[src/rtl/systolic_feeder.sv]
// Job controller and operand sequencer for the 3x3 8-bit systolic array.
// Latches a job, clears the array, streams k-indexed operands, drains, and captures C.
module systolic_feeder #(
    parameter int unsigned DRAIN_CYCLES = 5
) (
    input  logic           i_clk,
    input  logic           i_rst_n,
    input  logic           i_start_valid,
    output logic           o_start_ready,
    input  logic [71:0]    i_mat_a,
    input  logic [71:0]    i_mat_b,
    output logic           o_arr_rst_n,
    output logic [7:0]     o_A11,
    output logic [7:0]     o_A21,
    output logic [7:0]     o_A31,
    output logic [7:0]     o_B11,
    output logic [7:0]     o_B12,
    output logic [7:0]     o_B13,
    input  logic [143:0]   i_arr_C,
    output logic           o_res_valid,
    input  logic           i_res_ready,
    output logic [143:0]   o_res_C
);

    localparam int unsigned N     = 3;
    localparam int unsigned DW    = 8;
    localparam int unsigned CW    = 16;
    localparam int unsigned MAT_W = N * N * DW;
    localparam int unsigned RES_W = N * N * CW;
    localparam int unsigned CNT_W = $clog2(DRAIN_CYCLES + 4);

    typedef enum logic [2:0] {
        S_IDLE,
        S_CLEAR,
        S_FEED,
        S_DRAIN,
        S_HOLD
    } state_t;

    state_t                 state_q, state_d;
    logic [CNT_W-1:0]       cnt_q, cnt_d;
    logic [MAT_W-1:0]       mat_a_q, mat_a_d;
    logic [MAT_W-1:0]       mat_b_q, mat_b_d;
    logic                   arr_rst_n_q, arr_rst_n_d;
    logic                   start_ready_q, start_ready_d;
    logic [N-1:0][DW-1:0]   row_q, row_d;
    logic [N-1:0][DW-1:0]   col_q, col_d;
    logic                   res_valid_q, res_valid_d;
    logic [RES_W-1:0]       res_c_q, res_c_d;
    logic                   slot_free;
    logic [1:0]             feed_k;

    // Next state plus next values of every registered output.
    always_comb begin
        state_d     = state_q;
        cnt_d       = cnt_q;
        mat_a_d     = mat_a_q;
        mat_b_d     = mat_b_q;
        res_c_d     = res_c_q;
        res_valid_d = res_valid_q & ~i_res_ready;
        slot_free   = ~res_valid_q | i_res_ready;
        row_d       = '0;
        col_d       = '0;
        feed_k      = 2'd0;

        case (state_q)
            S_IDLE: begin
                if (i_start_valid && start_ready_q) begin
                    state_d = S_CLEAR;
                    mat_a_d = i_mat_a;
                    mat_b_d = i_mat_b;
                end
            end
            S_CLEAR: begin
                state_d = S_FEED;
                cnt_d   = '0;
            end
            S_FEED: begin
                if (cnt_q == CNT_W'(N - 1)) begin
                    state_d = S_DRAIN;
                    cnt_d   = '0;
                end else begin
                    cnt_d = cnt_q + CNT_W'(1);
                end
            end
            S_DRAIN, S_HOLD: begin
                if (state_q == S_DRAIN && cnt_q != CNT_W'(DRAIN_CYCLES - 1)) begin
                    cnt_d = cnt_q + CNT_W'(1);
                end else if (slot_free) begin
                    state_d     = S_IDLE;
                    res_c_d     = i_arr_C;
                    res_valid_d = 1'b1;
                end else begin
                    state_d = S_HOLD;
                end
            end
            default: state_d = S_IDLE;
        endcase

        arr_rst_n_d   = (state_d != S_CLEAR);
        start_ready_d = (state_d == S_IDLE);

        // Operands for the upcoming FEED cycle, unskewed: row r gets A[r][k], column c gets B[k][c].
        if (state_d == S_FEED) begin
            feed_k = cnt_d[1:0];
            for (int i = 0; i < N; i++) begin
                row_d[i] = mat_a_q[(i * N + int'(feed_k)) * DW +: DW];
                col_d[i] = mat_b_q[(int'(feed_k) * N + i) * DW +: DW];
            end
        end
    end

    always_ff @(posedge i_clk) begin
        if (!i_rst_n) begin
            state_q       <= S_IDLE;
            cnt_q         <= '0;
            mat_a_q       <= '0;
            mat_b_q       <= '0;
            arr_rst_n_q   <= 1'b0;
            start_ready_q <= 1'b1;
            row_q         <= '0;
            col_q         <= '0;
            res_valid_q   <= 1'b0;
            res_c_q       <= '0;
        end else begin
            state_q       <= state_d;
            cnt_q         <= cnt_d;
            mat_a_q       <= mat_a_d;
            mat_b_q       <= mat_b_d;
            arr_rst_n_q   <= arr_rst_n_d;
            start_ready_q <= start_ready_d;
            row_q         <= row_d;
            col_q         <= col_d;
            res_valid_q   <= res_valid_d;
            res_c_q       <= res_c_d;
        end
    end

    assign o_start_ready = start_ready_q;
    assign o_arr_rst_n   = arr_rst_n_q;
    assign o_A11         = row_q[0];
    assign o_A21         = row_q[1];
    assign o_A31         = row_q[2];
    assign o_B11         = col_q[0];
    assign o_B12         = col_q[1];
    assign o_B13         = col_q[2];
    assign o_res_valid   = res_valid_q;
    assign o_res_C       = res_c_q;

endmodule

[config.mk]
export PLATFORM = sky130hd
export DESIGN_NAME = systolic_feeder
export DESIGN_NICKNAME = d
export VERILOG_FILES = /design/src/rtl/systolic_feeder.sv
export SDC_FILE = /design/constraint.sdc
export NUM_CORES = 1
export LEC_CHECK = 0
export CORE_ASPECT_RATIO = 1.1
export CORE_UTILIZATION = 35
export DETAILED_ROUTE_END_ITERATION = 16
export PLACE_DENSITY = 0.67
export SLEW_MARGIN = 40
export SYNTH_ARGS = -nofsm -noshare
export SYNTH_HDL_FRONTEND = slang
export SYNTH_SLANG_ARGS = --single-unit
[constraint.sdc]
create_clock -name i_clk -period 1.9 [get_ports i_clk]
set_input_delay 0.38 -clock i_clk [delete_from_list [all_inputs] [get_ports i_clk]]
set_output_delay 0.38 -clock i_clk [all_outputs]
set_load 0.02 [all_outputs]
==> results.cfg, run 1 <==
[floorplan]
core_sq_um = 35400
die_y_microns = 201.7
num_io_pins = 487
die_w_microns = 183.6
rows = 72
start_util = 0.3584
die-area_sq_um = 37020

[place]
dp_cells = 2423
place.port_buffers = 486
gp_congestion = 0.8656
dp_hpwl_microns = 30160
place_ws_ns = -0.2009

[cts]
clockRootBuffer = clkbuf_16
cts_tree = built
clockBufferDepth = 3
clk_pin_slew_ns = 0.06
cts.sinks = 346
hold_buffers = 0
numCtsBuffers = 39
htreeDepth = 2
insertion_delay_ns = 0.53

[global_routing]
grt.overflow.total = 0
grt_max_degree = 112
grt_usage = 0.2233
grt_pass1_wl_microns = 64980
grt_pass1_vias = 11940
antenna_found_initial = 5

[logic_synthesis]
synth_area_sq_um = 12690
yosys.area.top_type_share = 0.5458
syn_inst = 1492
synth_compound_area_frac = 0.1658
synth_fa_ha_area_frac = 0.002958
ys_seq_area_frac = 0.5458
avgSynthCellArea_sq_um = 8.505
yosysTopAreaCell = dfxtp_1
ys_top_cells_by_count = nand2_1, dfxtp_1, a21oi_1
synthArstFlopShare = 0
synth_cell_types = 40
synth_seq_cells = 346
synthSimpleGateAreaFrac = 0.1853
yosysWarnings = 0
syn_nets = 1787
yosys-top-cells-area = dfxtp_1, nand2_1, a21oi_1
synth-xor-area-share = 0.001380
synth_edf_count = 0
yosysMostFrequentCell = nand2_1
synthFlopType = dfxtp_1
synth_top_family_by_area = simple AND/OR/NAND/NOR gates
synthMuxAreaShare = 0.05226

[sta]
clock.fmax_mhz = 482.2
finalHoldViolations = 0
final_max_slew_viol_count = 0
setup_tns_ns = -9.042
clock_skew_ns = 0.009753
tightest_slew_ns = 0.7991
slew_headroom = 0.4672
rsz0062_at_grt = true
period_share = 1.091
setup_viol = 141
worst_slack_ns = -0.1736
fin_crit_ns = 2.074

[setup_path]
endpoint_kind = flop
cp-start-kind = flop
crit_chain = inv_4 -> ha_4 -> or3b_1 -> a22oi_2 -> a2bb2oi_4 -> buf_12 -> buf_16 -> mux2i_2 -> o2bb2ai_2
slowest_stage = or3b_1
worstPathArrival_ns = 2.49
critPathMaxFanout = 7
required_ns = 2.32
cp_slowest_stage_delay_ns = 0.35
r2r_slack_ns = -0.17
setup.worst_path.class = reg -> reg

[layout]
drive_gt1_frac = 0.2431
final_net_count = 2327
nFillCells = 2791
synthToLayoutAreaGrowth_pct = 76.45
final_cells = 2541

[drt]
first_pass_iters = 5
drc = 0
drt_wl_total_microns = 49090
drtIter0Drc = 675
antenna_left = 0
viasPerCell = 4.962
wl_per_cell_microns = 19.32
vias = 12610

[job]
cap_violations = 0

[power_and_ir_drop]
ir_worst_vdd_uv = 624.7
power_uw = 17680
power_density_nw_per_um2 = 789.7
power_leakage_uw = 0.009620

[outcome]
failed_checks = negative setup slack
status = finished with violations

[min_path]
min_path_type = in -> reg
[worst paths after layout]
check | start | end | depth (start not counted)
worst max-delay path | cnt_q[0] | o_B12[6] | 9
worst min-delay path | i_mat_b[32] | mat_b_q[32] | 3
worst max register to register | cnt_q[0] | o_B12[6] | 9
worst min register to register | o_res_C[57] | o_res_C[57] | 2
[state kept, by name, indices dropped and copies added, names as in the netlist]
register       cells
cnt_q              4
mat_a_q           72
mat_b_q           72
o_A11              8
o_A21              8
o_A31              8
o_B11              8
o_B12              8
o_B13              8
o_arr_rst_n        1
o_res_C          144
o_res_valid        1
o_start_ready      1
state_q            3
[kinds of logic after synthesis]
logic type / count (synthesis)
AOI/OAI and AO/OA: 348
xor gates and xnor gates: 2
adders and majority gates: 3
buffers and inverters: 117
DFF: 346
muxes: 65
and+or+nand+nor: 611
[cell type report]
type,count,area (sq um),area share
Multi-Input combinational cell,1029,6526,0.2915
Sequential cell,346,6932,0.3096
Clock inverter,11,112.6,0.005029
Clock buffer,55,1139,0.05085
Antenna cell,3,7.507,0.0003353
Timing Repair Buffer,612,7046,0.3147
Tap cell,481,601.8,0.02688
Inverter,4,27.53,0.001229
[timing repair]
action / 4_1_cts / 5_1_grt
setup endpoints to repair: 230 / 261
hold endpoints to repair: 0 / 0
gates cloned: 5 / 30
gates resized for setup: 78 / 436
pin swaps: 19 / 134
setup buffers: 5 / 10
[metrics by stage]
stage	area [sq um]	utilization	hold slack, ns
floorplan	12750	-	0.4322
global placement	18570	0.5244	0.4397
detailed placement	18570	0.5244	0.4453
CTS	20090	0.5675	0.3739
global route	22390	0.6323	0.3862
finish	22390	0.6325	0.3931
[power by group]
group          total (uW)  switching [uW]  internal (uW)
sequential           7780             222           7560
combinational        2480            1160           1320
clock                7420            2990           4430
[layer usage]
| metal | GRT usage | wire length (microns) | up-vias | share of wire |
|---|---|---|---|---|
| met5 | 0 | 25 | - | 0.00051 |
| met1 | 0.2615 | 19080 | 6033 | 0.39 |
| li1 | - | - | 6023 | - |
| met3 | 0.05846 | 3358 | 113 | 0.068 |
| met4 | 0.06815 | 1496 | 4 | 0.030 |
| met2 | 0.3943 | 25120 | 436 | 0.51 |
[critical path, delay by kind of cell, from the launching register on]
kind,cells,cell delay (ns)
simple gates,1,0.35
buf+inv,3,0.41
mux,1,0.23
flops,1,0.33
fa+ha+maj,1,0.13
compound gates,3,0.50
[placed cells by master, fill, tap and decap left out, types with 3 or more instances in the layout]
cell type | synthesis | layout
dlygate4sd2_1 | 0 | 38
clkbuf_8 | 0 | 6
buf_8 | 3 | 14
nor2_1 | 8 | 6
diode_2 | 0 | 3
clkdlybuf4s50_1 | 0 | 379
buf_6 | 7 | 19
o22ai_1 | 16 | 16
clkbuf_1 | 65 | 8
nand2_1 | 581 | 460
clkinv_2 | 0 | 6
o2bb2ai_2 | 30 | 30
buf_12 | 0 | 28
nand2_2 | 0 | 57
clkbuf_16 | 0 | 64
mux2i_2 | 0 | 19
mux2i_1 | 64 | 34
dfxtp_1 | 346 | 344
o21ai_0 | 3 | 3
buf_4 | 5 | 33
nand2_4 | 0 | 64
mux2i_4 | 1 | 12
nand2b_1 | 6 | 3
dlymetal6s2s_1 | 0 | 69
buf_16 | 0 | 9
a21oi_2 | 0 | 110
clkinvlp_4 | 0 | 3
a21oi_1 | 289 | 179
Note: power is estimated with default switching activity, not from simulation.
==> run 2: changes to the inputs <==
- SLEW_MARGIN: 40 -> not set
==> results of run 2 <==
No change in the layout: final DEF, timing and power equal those of run 1.
==> run 3: changes to the inputs <==
- SETUP_SLACK_MARGIN: not set -> 0.2
==> results.cfg, run 3 (same netlist as run 1, synthesis figures left out) <==
[drt]
viasPerCell = 4.834
drtIter0Drc = 639
first_pass_iters = 5
wl_per_cell_microns = 18.05
drt_wl_total_microns = 45690
antenna_left = 0
vias = 12240
drc = 0

[global_routing]
grt.busiest_layer = met2
use_met3 = 0.05014
grt.overflow.total = 0
grt_usage = 0.2289
grt_pass1_vias = 11820
met1_usage = 0.2787
antenna_found_initial = 3
gr-usage-met2 = 0.3923
grt_max_degree = 113
grt_pass1_wl_microns = 66070

[layout]
drive_gt1_frac = 0.1655
utilization = 0.5991
layout_commonest_cell = nand2_1
fin_area_sq_um = 21210
final_net_count = 2318
largest_register_ffs = 144
layout_common_cells = nand2_1, dfxtp_1, clkdlybuf4s50_1, a21oi_1, dlygate4sd2_1
synthToLayoutAreaGrowth_pct = 67.14

[outcome]
status = finished with violations
failed_checks = negative setup slack

[min_path]
hold_path_depth = 3
holdPathEnd = mat_b_q[54]
min_path_type = in -> reg
hp-start = i_mat_b[54]

[power_and_ir_drop]
seq_power_share = 0.442
power.switching_uw = 4323
pwr-share-comb = 0.142
swShare = 0.2457
p_int_uw = 13270
power_leakage_uw = 0.008956
clkPwrFrac = 0.416
power_density_nw_per_um2 = 829.5
ir_worst_vdd_uv = 619.7

[sta]
fin_crit_ns = 2.112
slew_headroom = 0.5389
worst_slack_ns = -0.2123
tightest_slew_ns = 0.6916
setup_viol = 146
clock.fmax_mhz = 473.4
finalHoldViolations = 0
final_max_slew_viol_count = 0
clock_skew_ns = 0.01283
period_share = 1.112
rsz0062_at_grt = true
setup_tns_ns = -13.37

[setup_path]
slowest_stage = or3b_4
cp_num_buf_inv = 3
path_delay_family = compound AO/OA/AOI/OAI gates
worstPathArrival_ns = 2.53
timing.rr.end = o_B12[4]
required_ns = 2.31
cp.depth = 9
rr_startpoint = cnt_q[0]
crit_chain = inv_4 -> ha_4 -> or3b_4 -> a22oi_2 -> a2bb2oi_4 -> buf_12 -> buf_16 -> mux2i_4 -> o2bb2ai_2
cp_slowest_stage_delay_ns = 0.37
endpoint_kind = flop
critPathMaxFanout = 14
r2r_slack_ns = -0.21
setup.worst_path.class = reg -> reg
reg2reg_depth = 9
cp-start-kind = flop

[place]
gp_congestion = 0.8589
dp_hpwl_microns = 29730
place.port_buffers = 486
place_ws_ns = -0.1905
place_area_sq_um = 18470

[floorplan]
die_w_microns = 183.6
core_sq_um = 35400
die-area_sq_um = 37020
num_io_pins = 487
start_util = 0.3584
die_y_microns = 201.7
rows = 72

[cts]
clockBufferDepth = 3
numCtsBuffers = 38
clk_pin_slew_ns = 0.06
clockRootBuffer = clkbuf_16
htreeDepth = 2
cts_tree = built
cts.sinks = 346
insertion_delay_ns = 0.52
hold_buffers = 0

[job]
cap_violations = 0
[run 3: power by group through the flow]
stage,clock network (uW),registers [uW],logic [uW]
5_1_grt,7770,7800,2690
2_1_floorplan,0,7880,1020
3_3_place_gp,0,7910,2150
3_5_place_dp,0,7910,2180
6_report,7310,7780,2500
4_1_cts,7470,7760,2260
[run 3: cell type report]
| class | count | area (sq um) |
|---|---|---|
| multi-input combinational | 1029 | 5736 |
| fill | 3065 | 14190 |
| tap | 481 | 601.8 |
| inverter | 4 | 25.02 |
| clock inverter | 11 | 135.1 |
| sequential | 346 | 6933 |
| antenna | 3 | 7.507 |
| clock buffer | 54 | 1112 |
| timing repair buffer | 604 | 6659 |
[run 3: tightest hold or removal path: stages]
cell             delay (ns)
clkdlybuf4s50_1        0.39
nand2_1                0.06
a21oi_1                0.05
[run 3: how the worst max path moves through the flow]
stage	startpoint	end	slack, ns
after floorplan	cnt_q[0]	o_A31[0]	-0.08
after global placement	i_rst_n	o_A31[2]	-0.09
after detailed placement	cnt_q[0]	o_B11[5]	-0.19
after CTS	cnt_q[0]	o_B13[2]	-0.18
after global routing	cnt_q[0]	o_B12[2]	-0.30
final	cnt_q[0]	o_B12[4]	-0.21
[run 3: metrics by stage]
step                instances  hold slack (ns)  total power (uW)
floorplan                1492           0.4308              8907
global placement         2409           0.4376             10060
detailed placement       2409           0.4437             10090
CTS                      2500           0.3789             17490
global route             2531           0.3941             18270
finish                   2532           0.3965             17590
[run 3: metal layers]
metal | vias up | share of wire
met3 | 83 | 0.060
met1 | 5806 | 0.42
met2 | 365 | 0.49
li1 | 5986 | -
met4 | 0 | 0.034
met5 | - | 0
[run 3: what timing repair did]
item	in CTS	in global routing
setup buffers	12	17
cloned	14	12
endpoints found under the setup margin	468	376
gates resized for setup	206	152
pin swaps	11	20
